==> src/rtl/morse_encode_transmit.sv <==
// Morse keyer: latches a packed word of character codes and keys it out on `signal`
// using dit/dah/word durations counted in `ce` ticks.
module morse_encode_transmit #(
  parameter int unsigned CHAR_W      = 6,
  parameter int unsigned MAX_CHARS   = 6,
  parameter int unsigned PULSE_CNT_W = 16
) (
  input  logic                          clk,
  input  logic                          sclr,
  input  logic                          ce,
  input  logic [PULSE_CNT_W-1:0]        dit_time,
  input  logic [PULSE_CNT_W-1:0]        dah_time,
  input  logic [PULSE_CNT_W-1:0]        word_time,
  input  logic                          start,
  input  logic [CHAR_W*MAX_CHARS-1:0]   word,
  output logic                          signal,
  output logic                          busy,
  output logic                          done,
  output logic                          error
);

  localparam int unsigned SlotW = (MAX_CHARS > 1) ? $clog2(MAX_CHARS) : 1;
  localparam int unsigned WordW = CHAR_W * MAX_CHARS;

  typedef enum logic [2:0] {
    StIdle,
    StLoad,
    StMark,
    StGap,
    StWordGap,
    StDone
  } state_e;

  state_e                 state_q;
  logic [WordW-1:0]       word_q;
  logic [SlotW-1:0]       slot_q;
  logic [4:0]             pat_q;   // remaining elements, current one at bit 4
  logic [2:0]             rem_q;   // elements left including current; 0 = inter-char gap
  logic [PULSE_CNT_W-1:0] cnt_q;

  // {length[2:0], pattern[4:0]}; pattern right-aligned, 1 = dah, MSB-first
  function automatic logic [7:0] rom(input logic [CHAR_W-1:0] code);
    logic [7:0] r;
    case (32'(code))
      1:  r = {3'd2, 5'b00001};  // A
      2:  r = {3'd4, 5'b01000};  // B
      3:  r = {3'd4, 5'b01010};  // C
      4:  r = {3'd3, 5'b00100};  // D
      5:  r = {3'd1, 5'b00000};  // E
      6:  r = {3'd4, 5'b00010};  // F
      7:  r = {3'd3, 5'b00110};  // G
      8:  r = {3'd4, 5'b00000};  // H
      9:  r = {3'd2, 5'b00000};  // I
      10: r = {3'd4, 5'b00111};  // J
      11: r = {3'd3, 5'b00101};  // K
      12: r = {3'd4, 5'b00100};  // L
      13: r = {3'd2, 5'b00011};  // M
      14: r = {3'd2, 5'b00010};  // N
      15: r = {3'd3, 5'b00111};  // O
      16: r = {3'd4, 5'b00110};  // P
      17: r = {3'd4, 5'b01101};  // Q
      18: r = {3'd3, 5'b00010};  // R
      19: r = {3'd3, 5'b00000};  // S
      20: r = {3'd1, 5'b00001};  // T
      21: r = {3'd3, 5'b00001};  // U
      22: r = {3'd4, 5'b00001};  // V
      23: r = {3'd3, 5'b00011};  // W
      24: r = {3'd4, 5'b01001};  // X
      25: r = {3'd4, 5'b01011};  // Y
      26: r = {3'd4, 5'b01100};  // Z
      27: r = {3'd5, 5'b11111};  // 0
      28: r = {3'd5, 5'b01111};  // 1
      29: r = {3'd5, 5'b00111};  // 2
      30: r = {3'd5, 5'b00011};  // 3
      31: r = {3'd5, 5'b00001};  // 4
      32: r = {3'd5, 5'b00000};  // 5
      33: r = {3'd5, 5'b10000};  // 6
      34: r = {3'd5, 5'b11000};  // 7
      35: r = {3'd5, 5'b11100};  // 8
      36: r = {3'd5, 5'b11110};  // 9
      default: r = 8'd0;
    endcase
    return r;
  endfunction

  function automatic logic is_valid(input logic [CHAR_W-1:0] code);
    return (32'(code) >= 1) && (32'(code) <= 36);
  endfunction

  function automatic logic [PULSE_CNT_W-1:0] dur(input logic [PULSE_CNT_W-1:0] d);
    return (d == '0) ? PULSE_CNT_W'(1) : d;
  endfunction

  // Highest non-empty slot at or below slot_q, and whether any valid code lies below slot_q.
  logic              found;
  logic [SlotW-1:0]  found_idx;
  logic [CHAR_W-1:0] found_code;
  logic [CHAR_W-1:0] code_i;
  logic              later_valid;
  logic [7:0]        rom_w;
  logic [2:0]        load_len;
  logic [4:0]        load_pat;

  always_comb begin
    found       = 1'b0;
    found_idx   = '0;
    found_code  = '0;
    code_i      = '0;
    later_valid = 1'b0;
    for (int i = 0; i < int'(MAX_CHARS); i++) begin
      code_i = word_q[i*CHAR_W +: CHAR_W];
      if ((code_i != '0) && (i <= int'(slot_q))) begin
        found      = 1'b1;
        found_idx  = SlotW'(i);
        found_code = code_i;
      end
      if (is_valid(code_i) && (i < int'(slot_q))) later_valid = 1'b1;
    end
    rom_w    = rom(found_code);
    load_len = rom_w[7:5];
    load_pat = rom_w[4:0] << (3'd5 - load_len);
  end

  always_ff @(posedge clk) begin
    if (sclr) begin
      state_q <= StIdle;
      word_q  <= '0;
      slot_q  <= '0;
      pat_q   <= '0;
      rem_q   <= '0;
      cnt_q   <= '0;
      signal  <= 1'b0;
      busy    <= 1'b0;
      done    <= 1'b0;
      error   <= 1'b0;
    end else begin
      done <= 1'b0;
      unique case (state_q)
        StIdle: begin
          if (start) begin
            word_q  <= word;
            slot_q  <= SlotW'(MAX_CHARS - 1);
            error   <= 1'b0;
            busy    <= 1'b1;
            state_q <= StLoad;
          end
        end
        StLoad: begin
          if (!found) begin
            cnt_q   <= dur(word_time);
            state_q <= StWordGap;
          end else if (is_valid(found_code)) begin
            slot_q  <= found_idx;
            pat_q   <= load_pat;
            rem_q   <= load_len;
            cnt_q   <= load_pat[4] ? dur(dah_time) : dur(dit_time);
            signal  <= 1'b1;
            state_q <= StMark;
          end else begin
            // Invalid code: skip it, one LOAD cycle per invalid slot
            error <= 1'b1;
            if (found_idx == '0) begin
              cnt_q   <= dur(word_time);
              state_q <= StWordGap;
            end else begin
              slot_q <= found_idx - SlotW'(1);
            end
          end
        end
        StMark: begin
          if (ce) begin
            if (cnt_q == PULSE_CNT_W'(1)) begin
              signal <= 1'b0;
              if (rem_q > 3'd1) begin
                pat_q   <= pat_q << 1;
                rem_q   <= rem_q - 3'd1;
                cnt_q   <= dur(dit_time);
                state_q <= StGap;
              end else if (later_valid) begin
                rem_q   <= 3'd0;
                cnt_q   <= dur(dah_time);
                state_q <= StGap;
              end else begin
                cnt_q   <= dur(word_time);
                state_q <= StWordGap;
              end
            end else begin
              cnt_q <= cnt_q - PULSE_CNT_W'(1);
            end
          end
        end
        StGap: begin
          if (ce) begin
            if (cnt_q == PULSE_CNT_W'(1)) begin
              if (rem_q == 3'd0) begin
                slot_q  <= slot_q - SlotW'(1);
                state_q <= StLoad;
              end else begin
                cnt_q   <= pat_q[4] ? dur(dah_time) : dur(dit_time);
                signal  <= 1'b1;
                state_q <= StMark;
              end
            end else begin
              cnt_q <= cnt_q - PULSE_CNT_W'(1);
            end
          end
        end
        StWordGap: begin
          if (ce) begin
            if (cnt_q == PULSE_CNT_W'(1)) begin
              busy    <= 1'b0;
              done    <= 1'b1;
              state_q <= StDone;
            end else begin
              cnt_q <= cnt_q - PULSE_CNT_W'(1);
            end
          end
        end
        StDone: state_q <= StIdle;
        default: state_q <= StIdle;
      endcase
    end
  end

endmodule

==> config.mk <==
export PLATFORM = sky130hd
export DESIGN_NAME = morse_encode_transmit
export DESIGN_NICKNAME = d
export VERILOG_FILES = /design/src/rtl/morse_encode_transmit.sv
export SDC_FILE = /design/constraint.sdc
export NUM_CORES = 1
export LEC_CHECK = 0
export BUFFER_PORTS_ARGS = -buffer_cell sky130_fd_sc_hd__buf_4
export CAP_MARGIN = 20
export CELL_PAD_IN_SITES_DETAIL_PLACEMENT = 1
export CELL_PAD_IN_SITES_GLOBAL_PLACEMENT = 2
export CORE_MARGIN = 3
export CORE_UTILIZATION = 37
export CTS_BUF_LIST = sky130_fd_sc_hd__clkbuf_4 sky130_fd_sc_hd__clkbuf_8
export DETAILED_ROUTE_END_ITERATION = 8
export HOLD_SLACK_MARGIN = 0.1
export PLACE_DENSITY_LB_ADDON = 0.1
export SYNTH_ARGS = -nofsm -noshare
export SYNTH_HDL_FRONTEND = slang
export SYNTH_SLANG_ARGS = --single-unit
export TNS_END_PERCENT = 10
==> constraint.sdc <==
create_clock -name clk -period 13.9 [get_ports clk]
set_input_delay 0.695 -clock clk [delete_from_list [all_inputs] [get_ports clk]]
set_output_delay 0.695 -clock clk [all_outputs]
set_load 0.02 [all_outputs]
## After elaboration in Yosys (flattened, before gate mapping)

Memories as Yosys holds them, arrays and structs flattened.
Cells that the tools add are included.

| word-level totals | value |
|---|---|
| flip-flop bits (word level) | 70 |
| bits in read-only memories | 512 |
| output and inout port bits | 4 |
| memories kept | 1 |

Memories:

| name | words | bits a word | rd ports | clocked after memory_dff | wr ports | RTL line | source |
|---|---|---|---|---|---|---|---|
| (name not given) | 64 | 8 | 1 | 0 | 0 | 44 | `case (32'(code))` |

| cells by class | value |
|---|---|
| add/subtract/negate cells | 5 |
| order comparisons | 26 |
| eq/ne operators | 23 |
| shift-type cells | 1 |
| muxes and demuxes | 91 |
| bitwise gates (word level) | 2 |
| reductions and logical operators | 46 |

Operators by type and width:

| cell | number |
|---|---|
| 2-to-1 mux 16 bit | 17 |
| 2-to-1 mux 3 bit | 29 |
| one-hot mux 16 bit (4 select lines) | 1 |
| logical NOT 16 bit | 3 |
| >= comparator 6 x 1 -> 1 bit (second input constant) | 7 |
| <= comparator 6 bit (second input constant) | 7 |
| 2-to-1 mux 6 bit | 6 |
| nonzero test 6 bit | 6 |
| != test 2 bit (second input constant) | 14 |
| 2-to-1 mux 1 bit | 25 |
| 2-to-1 mux 5 bit | 5 |
| logical AND 1 bit | 18 |
| == test 16 x 1 -> 1 bit (second input constant) | 1 |
| AND reduction 8 bit | 2 |
| subtractor 16 x 1 -> 16 bit (second input constant) | 1 |
| one-hot mux 3 bit (5 select lines) | 1 |
| AND reduction 7 bit | 2 |
| AND reduction 6 bit | 2 |
| one-hot mux 5 bit (2 select lines) | 1 |
| logical NOT 3 bit | 3 |
| != test 3 bit (second input constant) | 3 |
| one-hot mux 3 bit (3 select lines) | 1 |
| subtractor 3 x 1 -> 3 bit (second input constant) | 3 |
| AND reduction 4 bit | 2 |
| other kinds (23) | 34 |

## Longest topological paths before layout

Gate-level depths: netlist of the first run.

| depth | value |
|---|---|
| word-level depth | 14 |
| depth in mapped cells | 22 |
| mapped depth without buffers | 19 |

## Worst setup path before layout of the first run

No wires, ideal clock.

| timing | value |
|---|---|
| path type | register -> register |
| from | register slot_q[1] |
| to | register cnt_q[4] |
| library setup time | 0.088 ns |
| arrival time | 4.312 ns |
| required time | 13.812 ns |
| slack | 9.500 ns |
| stages on the path, launching flop included | 21 |
| path buffers | 3 |
| clock period less this slack | 4.400 ns |
| cells stage by stage | dfxtp_1 buf_4 inv_1 ha_1 nor4_2 a21o_2 a221oi_1 o311a_1 nor2_1 inv_1 ha_1 inv_1 o211ai_1 a311oi_2 a21o_1 nor2_1 or2_1 buf_6 buf_6 a21o_1 o32ai_2 |

| between the ends | value |
|---|---|
| longest elaborated chain between the ends | 14 |

RTL lines:

| item | RTL line | source |
|---|---|---|
| start: declaration | 36 | `logic [SlotW-1:0] slot_q;` |
| start signal: assignment | 142 | `slot_q <= SlotW'(MAX_CHARS - 1);` |
| start signal: assignment | 153 | `slot_q <= found_idx;` |
| start signal: assignment | 166 | `slot_q <= found_idx - SlotW'(1);` |
| <= comparator 1 x 3 -> 1 bit | 112 | `if ((code_i != '0) && (i <= int'(slot_q))) begin` |
| logical AND 1 bit | 112 |  |
| 2-to-1 mux 6 bit (5 in a row) | 112 |  |
| memory read (64 x 8 bit) | -- |  |
| subtractor 3 bit | 121 | `load_pat = rom_w[4:0] << (3'd5 - load_len);` |
| << shifter 5 x 3 -> 5 bit | 121 |  |
| 2-to-1 mux 16 bit | 156 | `cnt_q <= load_pat[4] ? dur(dah_time) : dur(dit_time);` |
| 2-to-1 mux 16 bit | 152 | `end else if (is_valid(found_code)) begin` |
| 2-to-1 mux 16 bit | 149 | `if (!found) begin` |
| one-hot mux 16 bit (4 select lines) | 138 | `unique case (state_q)` |
| end signal: assignment | 150 | `cnt_q <= dur(word_time);` |
| end signal: assignment | 156 |  |
| end signal: assignment | 163 | `cnt_q <= dur(word_time);` |
| end: declaration | 39 | `logic [PULSE_CNT_W-1:0] cnt_q;` |

Several ways; a longest one is shown, not always the timed one. The select of a mux whose other input is x is not followed.
A chain may end at the register's enable or synchronous reset.

## Final worst setup path of the first run

| timing | value |
|---|---|
| from | register slot_q[1] |
| to | register cnt_q[14] |

Same word-level chain as after synthesis.

==> results.md, run 1 <==
* Clock tree root buffer cell: clkbuf_8
* Buf/Inv on CP at 3
* Die Wd at 142 um
* DR pass1 iterations at 6
* Type of origin of the critical path: flop
* Total negative slack at 0 ns
* Port Buffer Count at 91
* Tmin final at 6.17 ns
* Post-detailed-routing wire length at 27.9 mm
* #FFs+latches synth at 70
* Number of global-route vias before repair at 7489
* Crit path required time at 14.20 ns
* # Post-CTS Setup Buffers at 0
* CTS tree: built
* Detailed Place HPWL at 20.6 mm
* Fmax at 0.162 GHz
* CP endpoint: cnt_q[14]
* Hold Buf Count CTS at 0
* Antenna-violating nets left at 0
* H-tree Lvls at 3
* Worst setup EP type: flop
* Final Hold Viols at 0
* Clk Latency, worst-skew pair at 0.38 ns
* Hold Crit Class: reg -> reg
* WP depth at 17
* Die Y at 142 um
* RSZ-0062 raised after global routing: no
* CP delay by family, top: compound AO/OA/AOI/OAI gates
* Ys async rst share at 0
* GRT Residual Overflow at 0
* Syn avg cell area at 7.26 um2
* Sequential share of the synthesized area at 0.206
* # setup viols final at 0
* Initial DRC count at 581
* Ys flop type: dfxtp_1
* Layout cells sized above 1 at 0.186
* Tcrit/Tclk final at 0.444
* Initial core utilization at 0.378
* Average routed wire per standard cell at 22.7 um
* Max Transition Viols Final at 0
* Slew @ Worst Pin at 1.05 ns
* DRC at 0
* Max_cap viols at 0
* Syn Inst Count at 939
* Placeable Area at 18000 um2
* Slew headroom at 0.294
* GRT Util Overall at 0.274
* Worst-path maximum fanout at 19
* Vias at 7771
* Worst-path clk slew at 0.09 ns
* Slowest stage cell on the critical path: or2_1
* Largest net degree at the start of global routing at 77
* Clock Sinks at 70
* Crit path DAT at 6.47 ns
* Setup crit start: slot_q[1]
* RR Startpoint: slot_q[1]
* CP cell instances: inv_1, ha_1, nor4_2, a21o_2, a221oi_1, o311a_1, nor2_1, inv_1, ha_1, inv_1, o211ai_1, a311oi_2, a21oi_1, o31ai_4, or2_1, o311ai_1, o32ai_1
* Mapped Area at 6820 um2
* Number of flops mapped to enable cells by yosys at 0
* Clock Skew at 0.00690 ns
* Die area at 20100 um2
* Gpl congestion at 0.866
* Reg2Reg Setup Slack at 7.73 ns
* IO Count at 92
* Outcome: finished, final reports clean
* Synthesis-to-finish area growth at 15.2%
* Post-Syn Nets at 1047
* Hold Path Cell Cnt at 2
* PostCTS Resize Cnt at 0
* Reg2reg end: cnt_q[14]
* CTS Buf Count at 9
* ANT cells at 0
* Crit Path Class: reg -> reg
* Initial antenna violation count at 0
* Row Count at 49
* First-pass GRT wire length at 43.6 mm
* Yosys warnings at 0
* Final core area utilization at 0.436
* Distinct cells, synth at 98
* Vias per cell at 6.33
* Filler cells at 2293
* FF-to-FF path depth at 17
* Clock buffer depth at 2
* Final #Nets at 1102
* Most frequent CP cell: inv_1
* CP peak stage delay at 0.82 ns
[kinds of logic (layout without fill, tap and decap cells)]
family | Yosys count | count (layout) | share of synthesized area
muxes | 36 | 36 | 0.0549
xor gates and xnor gates | 14 | 14 | 0.0180
DFF | 70 | 70 | 0.206
and+or+nand+nor | 397 | 397 | 0.276
buffers and inverters | 80 | 140 | 0.0523
AOI/OAI and AO/OA | 322 | 322 | 0.357
adders and majority gates | 20 | 20 | 0.0367
[tightest hold or removal path: cells and delay by family (launching register included)]
family	cells	cell delay, ns
compound gates	1	0.05
flops	1	0.32
simple gates	1	0.06
[final cells by class]
cell class,instances,area [um2],area share
Multi-Input combinational cell,789,5070,0.646
Sequential cell,70,1400,0.178
Timing Repair Buffer,106,793,0.101
Tap cell,229,287,0.0365
Clock buffer,9,124,0.0158
Clock inverter,7,104,0.0132
Inverter,18,70.1,0.00892
[worst min-delay path by stage]
stage / from / to / slack [ns]
finish: pat_q[0] / pat_q[0] / 0.47
global route: pat_q[0] / pat_q[0] / 0.51
CTS: pat_q[0] / pat_q[0] / 0.47
detailed placement: pat_q[0] / pat_q[0] / 0.46
global placement: pat_q[0] / pat_q[0] / 0.45
floorplan: pat_q[0] / pat_q[0] / 0.43
[registers in the layout, indices dropped and copies added, names as in the netlist]
register  flops
state_q       3
slot_q        3
pat_q         5
error         1
cnt_q        16
signal        1
busy          1
word_q       36
done          1
rem_q         3
[placed cells by master (no fill, tap or decap), types with 6 or more instances in the layout]
cell,count
nor2_1,106
xor2_1,6
o311ai_1,7
a22oi_1,11
mux2_2,10
nor4_1,33
a221oi_1,8
a31oi_1,9
o211ai_1,9
o21ai_1,7
a21oi_1,81
xnor2_1,8
mux2i_1,25
nor3_1,41
nand4_1,6
inv_1,16
a211oi_1,14
o31ai_1,9
clkbuf_8,9
o22ai_1,7
nor2b_1,11
o21ai_0,53
ha_1,20
o32ai_1,12
dfxtp_1,70
nand3_1,10
nand2_1,147
o221ai_1,9
buf_4,105
[stage by stage]
| stage | cell area, um2 | setup slack [ns] | hold WS (ns) | std cells |
|---|---|---|---|---|
| global route | 7850 | 7.30 | 0.512 | 1228 |
| detailed placement | 7620 | 7.86 | 0.455 | 1212 |
| floorplan | 6820 | 9.50 | 0.432 | 939 |
| CTS | 7850 | 7.83 | 0.468 | 1228 |
| global placement | 7620 | 8.07 | 0.448 | 1211 |
| finish | 7850 | 7.73 | 0.471 | 1228 |
[synthesized netlist by cell type (5+ instances only)]
master / instances / area, um2
nand2_1: 147 / 552
nor2_1: 107 / 402
a21oi_1: 81 / 405
dfxtp_1: 70 / 1400
o21ai_0: 53 / 265
nor3_1: 41 / 205
clkbuf_1: 40 / 150
nor4_1: 33 / 206
mux2i_1: 25 / 250
ha_1: 20 / 250
inv_1: 16 / 60.1
a211oi_1: 14 / 105
o32ai_1: 12 / 105
a22oi_1: 11 / 82.6
nor2b_1: 11 / 68.8
buf_2: 10 / 50.1
mux2_2: 10 / 113
nand3_1: 10 / 50.1
o221ai_1: 10 / 87.6
a31oi_1: 9 / 56.3
o211ai_1: 9 / 67.6
o31ai_1: 9 / 67.6
a221oi_1: 8 / 70.1
xnor2_1: 8 / 70.1
o21ai_1: 7 / 35.0
o22ai_1: 7 / 43.8
o311ai_1: 7 / 61.3
nand4_1: 6 / 37.5
xor2_1: 6 / 52.6
a211o_1: 5 / 43.8
a21o_1: 5 / 37.5
and3_1: 5 / 31.3
buf_4: 5 / 37.5
[metal layers]
layer | wire length [um] | vias up | track usage
li1 | - | 3671 | -
met1 | 14000 | 3843 | 0.418
met2 | 12000 | 228 | 0.404
met3 | 1580 | 29 | 0.0398
met4 | 350 | 0 | 0.0641
met5 | 0 | - | 0
Power of run 1 is not shown: default switching activity piles up to over one toggle a cycle in this logic, so the estimate is an artifact.
==> run 2: changes to the inputs <==
CORE_UTILIZATION = 31   (was 37)
clock period = 5.05 ns   (was 13.9 ns; I/O delays follow)
==> run 2 against run 1 <==
Via count grew 0.98%. Count of clock-buffer cells in the layout unchanged. Critical path depth up 1. First-iteration DRC count shrank 6.7%. Sequential cell count did not move. Global-route usage fell by 3.0 points. Setup slack worse by 7.4 ns. Critical path type unchanged. Largest cell class unchanged. Highest routed layer unchanged.
==> results.md, run 2 (same netlist as run 1, synthesis figures left out) <==
* Outcome: finished, final reports clean
* First-pass GRT wire length at 46.0 mm (+5.5%)
* Synthesis-to-finish area growth at 19.5%
* Hold path startpoint: word[14]
* Die Y at 154 um (+8.9%)
* GRT Residual Overflow at 0 (unchanged)
* Clk Latency, worst-skew pair at 0.39 ns (about the same)
* Vias at 7847 (+0.98%)
* DR pass1 iterations at 5 (-1)
* Tcrit/Tclk final at 0.928 (+0.484)
* Storage cell area at 1400 um2 (unchanged)
* WHS Endpoint: word_q[14]
* DP Area at 7800 um2 (+2.4%)
* Gpl congestion at 0.901 (+4.0%)
* Antenna-violating nets left at 0 (unchanged)
* Commonest cells after routing, fill and taps aside: nand2_1 (147), buf_4 (124), nor2_1 (104)
* Post-route cell area at 8150 um2 (+3.7%)
* Initial DRC count at 542 (-6.7%)
* Hold Path Cell Cnt at 3 (+1)
* Reg2Reg Setup Slack at 0.36 ns (-7.37 ns)
* Port Buffer Count at 91 (unchanged)
* Average routed wire per standard cell at 22.9 um (+0.55%)
* Die area at 23800 um2 (+18%)
* Max_cap viols at 0 (unchanged)
* Max Transition Viols Final at 0 (unchanged)
* Slew headroom at 0.369 (+0.0751)
* Detailed Place HPWL at 21.9 mm (+6.5%)
* Filler cells at 2662 (+16%)
* FF-to-FF path depth at 18 (+1)
* Worst-path maximum fanout at 18 (-1)
* Type of origin of the critical path: flop
* Placeable Area at 21300 um2 (+18%)
* RSZ-0062 raised after global routing: no
* RR Startpoint: slot_q[1]
* # setup viols final at 0 (unchanged)
* Hold Crit Class: in -> reg
* Initial antenna violation count at 0 (unchanged)
* Tmin final at 4.69 ns (-1.48 ns)
* Initial core utilization at 0.320 (-0.0579)
* Crit Path Class: reg -> reg
* Vias per cell at 6.04 (-4.5%)
* Crit path required time at 5.37 ns (-8.83 ns)
* GRT Util Overall at 0.244 (-0.0303)
* Fmax at 0.213 GHz (+32%)
* CTS tree: built
* Worst-path clk slew at 0.10 ns (about the same)
* Final core area utilization at 0.383 (-0.0529)
* Largest net degree at the start of global routing at 77 (unchanged)
* Max FFs per register at 36 (unchanged)
* Post-detailed-routing wire length at 29.7 mm (+6.4%)
* Final #Nets at 1127 (+2.3%)
* ANT cells at 0 (unchanged)
* IO Count at 92 (unchanged)
* Clock Skew at 0.0181 ns (+0.0112 ns)
* Clock Sinks at 70 (unchanged)
* Crit path DAT at 5.01 ns (-1.46 ns)
* Reg2reg end: cnt_q[0]
* Final Hold Viols at 0 (unchanged)
* Most flops, register: word_q
* H-tree Lvls at 3 (unchanged)
* Die Wd at 154 um (+8.9%)
* Row Count at 53 (+8.2%)
* Layout cells sized above 1 at 0.203 (+0.0169)
* DRC at 0 (unchanged)
* CTS Buf Count at 9 (unchanged)
* Clock tree root buffer cell: clkbuf_8
* Multi-input gate area at 5100 um2 (+0.54%)
* Worst setup EP type: flop
* Biggest registers after layout: word_q x36, cnt_q x16, pat_q x5
* Commonest non-fill, non-tap cell in the layout: nand2_1
* Slew @ Worst Pin at 0.946 ns (-0.103 ns)
* Clock buffer depth at 2 (unchanged)
* WHS at 0.119 ns (-0.352 ns)
* Number of global-route vias before repair at 7727 (+3.2%)
-- run 2: changes by cell type in the layout (fill, tap and decap cells not counted), sizes merged --
cell and change:
buf +18, dlygate4sd3 +7, clkinv -2, clkinvlp +1, inv +1
-- run 2: worst max-delay path by stage --
stage / start / endpoint / slack (ns) / depth (start not counted)
2_1_floorplan: slot_q[1] / cnt_q[4] / 0.65 / 20
3_3_place_gp: slot_q[1] / cnt_q[6] / 0.14 / 16
3_5_place_dp: slot_q[1] / cnt_q[13] / -0.12 / 17
4_1_cts: slot_q[1] / cnt_q[0] / 0.05 / 18
5_1_grt: slot_q[1] / cnt_q[0] / 0.03 / 18
6_report: slot_q[1] / cnt_q[0] / 0.36 / 18
-- run 2: timing repair --
item,in CTS,in global routing
hold endpoints to repair,6,1
gates resized for setup,1,6
buffers inserted,0,2
setup endpoints to repair,16,17
hold buffers,6,1
pin swaps,0,2
-- run 2: cell type report --
type / instances / share of cell area
inverter: 18 / 0.00860
multi-input combinational: 789 / 0.626
timing repair buffer: 131 / 0.123
clock buffer: 9 / 0.0152
tap: 275 / 0.0422
clock inverter: 7 / 0.0129
sequential: 70 / 0.172
-- run 2: critical path, stage by stage (launching register included) --
cell and delay, ns:
dfxtp_1 0.43, inv_1 0.14, ha_1 0.24, nor4_2 0.24, a21o_2 0.19, a221oi_1 0.09, o311a_1 0.38, nor2_2 0.27
inv_1 0.17, ha_1 0.27, inv_1 0.06, o211ai_1 0.13, a311oi_4 0.50, a31oi_4 0.13, o41ai_4 0.43, buf_4 0.32
nor2_1 0.13, a311o_1 0.36, a31oi_1 0.12
-- run 2: through the flow --
stage | setup TNS (ns) | cells | worst slack, ns
floorplan | 0 | 939 | 0.650
global route | 0 | 1299 | 0.0258
CTS | 0 | 1296 | 0.0537
finish | 0 | 1299 | 0.363
global placement | 0 | 1274 | 0.144
detailed placement | -0.785 | 1274 | -0.116
-- run 2: per-layer routing --
metal / vias up / wire, um / GRT usage
met5: - / 0 / 0
met4: 0 / 453 / 0.0559
met3: 39 / 1770 / 0.0428
met2: 234 / 12600 / 0.358
met1: 3871 / 14900 / 0.369
li1: 3703 / - / -
Power of run 2 is left out for the same reason.
==> run 3: changes to the inputs <==
==> constraint.sdc (replaced) <==
create_clock -name clk -period 5.05 [get_ports clk]
set_input_delay 1.2625 -clock clk [delete_from_list [all_inputs] [get_ports clk]]
set_output_delay 1.2625 -clock clk [all_outputs]
set_load 0.02 [all_outputs]
==> run 3 against run 2 <==
Global-route usage about the same. Setup slack worse by 0.020 ns. Worst hold slack better by 0.34 ns. First-iteration DRC count up 1.5%. Sequential share of layout area up 0.15 points. Critical path depth unchanged. Sequential cell count unchanged. Final cell count down 0.54%. Via count up 0.17%. Register-to-register slack worse by 0.02 ns. Clock skew about the same.
==> results.md, run 3 (same netlist as run 1, synthesis figures left out) <==
* H-tree Lvls at 3 (unchanged)
* Clock Skew at 0.0184 ns (+0.000260 ns)
* Type of origin of the critical path: flop
* Max Transition Viols Final at 0 (unchanged)
* Post-detailed-routing wire length at 29.6 mm (-0.23%)
* Hold Crit Class: reg -> reg
* Tmin final at 4.71 ns (+0.0200 ns)
* CTS tree: built
* IO Count at 92 (unchanged)
* Most frequent CP cell: inv_1
* Port Buffer Count at 91 (unchanged)
* Largest net degree at the start of global routing at 77 (unchanged)
* Die Y at 154 um (unchanged)
* Tcrit/Tclk final at 0.932 (+0.00396)
* Gpl congestion at 0.901 (unchanged)
* Multi-input gate area at 5100 um2 (unchanged)
* Clock tree root buffer cell: clkbuf_8
* Final Hold Viols at 0 (unchanged)
* DR pass1 iterations at 6 (+1)
* CP peak stage delay at 0.50 ns (about the same)
* Worst-path maximum fanout at 18 (unchanged)
* Clock Sinks at 70 (unchanged)
* Biggest registers after layout: word_q x36, cnt_q x16, pat_q x5
* Crit path required time at 5.37 ns (about the same)
* Die Wd at 154 um (unchanged)
* Max FFs per register at 36 (unchanged)
* Vias at 7860 (+0.17%)
* Row Count at 53 (unchanged)
* GRT Util Overall at 0.243 (-0.000468)
* RSZ-0062 raised after global routing: no
* Crit Path Class: reg -> reg
* DRC at 0 (unchanged)
* Initial core utilization at 0.320 (unchanged)
* Initial DRC count at 550 (+1.5%)
* Most flops, register: word_q
* Worst-path clk slew at 0.10 ns (about the same)
* Detailed Place HPWL at 21.9 mm (unchanged)
* Crit path DAT at 5.03 ns (+0.02 ns)
* Clock buffer depth at 2 (unchanged)
* GRT Residual Overflow at 0 (unchanged)
* Initial antenna violation count at 0 (unchanged)
* Worst setup EP type: flop
* Clk Latency, worst-skew pair at 0.39 ns (about the same)
* First-pass GRT wire length at 45.9 mm (-0.20%)
* Placeable Area at 21300 um2 (unchanged)
* Number of global-route vias before repair at 7721 (-0.078%)
* # setup viols final at 0 (unchanged)
* CTS Buf Count at 9 (unchanged)
* Storage cell area at 1400 um2 (unchanged)
* Antenna-violating nets left at 0 (unchanged)
* Slowest stage cell on the critical path: a311oi_4
* Commonest non-fill, non-tap cell in the layout: nand2_1
* Max_cap viols at 0 (unchanged)
* Total negative slack at 0 ns (unchanged)
* Vias per cell at 6.08 (+0.71%)
* Slew headroom at 0.364 (-0.00577)
* Outcome: finished, final reports clean
* Layout cells sized above 1 at 0.205 (+0.00140)
* Final core area utilization at 0.379 (-0.00329)
* ANT cells at 0 (unchanged)
* CP cell instances: inv_1, ha_1, nor4_2, a21o_2, a221oi_1, o311a_1, nor2_2, inv_1, ha_1, inv_1, o211ai_1, a311oi_4, a31oi_4, o41ai_4, buf_4, nor2_1, a311o_1, a31oi_1
* Fmax at 0.212 GHz (-0.43%)
* Die area at 23800 um2 (unchanged)
* Final #Nets at 1120 (-0.62%)
* Commonest cells after routing, fill and taps aside: nand2_1 (147), buf_4 (124), nor2_1 (104)
* Filler cells at 2664 (+0.075%)
* Slew @ Worst Pin at 0.954 ns (+0.00866 ns)
* Synthesis-to-finish area growth at 18.5%
* Average routed wire per standard cell at 22.9 um (+0.31%)
run 3: cell type report:
| type | count | area share |
|---|---|---|
| flip-flops and latches | 70 | 0.174 |
| clock inverters | 7 | 0.0130 |
| well taps | 275 | 0.0426 |
| inverters | 18 | 0.00868 |
| clock buffers | 9 | 0.0153 |
| multi-input cells | 789 | 0.632 |
| repair buffers | 124 | 0.115 |
run 3: worst paths after layout:
| kind | startpoint | to | slack (ns) | depth (start not counted) |
|---|---|---|---|---|
| setup / recovery | slot_q[1] | cnt_q[0] | 0.34 | 18 |
| hold / removal | pat_q[0] | pat_q[0] | 0.46 | 2 |
| setup reg to reg | slot_q[1] | cnt_q[0] | 0.34 | 18 |
| hold reg to reg | pat_q[0] | pat_q[0] | 0.46 | 2 |
run 3: what timing repair did:
action / 4_1_cts / 5_1_grt
setup buffers: 0 / 2
hold buffers: 0 / 0
pin swaps: 0 / 2
setup endpoints to repair: 16 / 17
resized for setup: 1 / 6
run 3: per-layer routing:
| metal | track usage | share of wire |
|---|---|---|
| met4 | 0.0559 | 0.015 |
| met5 | 0 | 0 |
| met3 | 0.0428 | 0.067 |
| met2 | 0.357 | 0.43 |
| met1 | 0.368 | 0.49 |
run 3: worst max-delay path: cells and delay by family, from the launching register on:
family                     cells  cell delay (ns)
AOI/OAI and AO/OA              9             2.36
adders and majority gates      2             0.51
buffers and inverters          4             0.70
DFF                            1             0.43
and+or+nand+nor                3             0.63
run 3: metrics by stage:
step	cell area, um2	hold slack (ns)	std cells	setup slack, ns
6_report	8080	0.460	1292	0.343
5_1_grt	8080	0.486	1292	0.0258
4_1_cts	8030	0.462	1290	0.0537
3_5_place_dp	7800	0.449	1274	-0.116
3_3_place_gp	7800	0.447	1274	0.144
2_1_floorplan	6820	0.432	939	0.650
Power of run 3 is left out for the same reason.
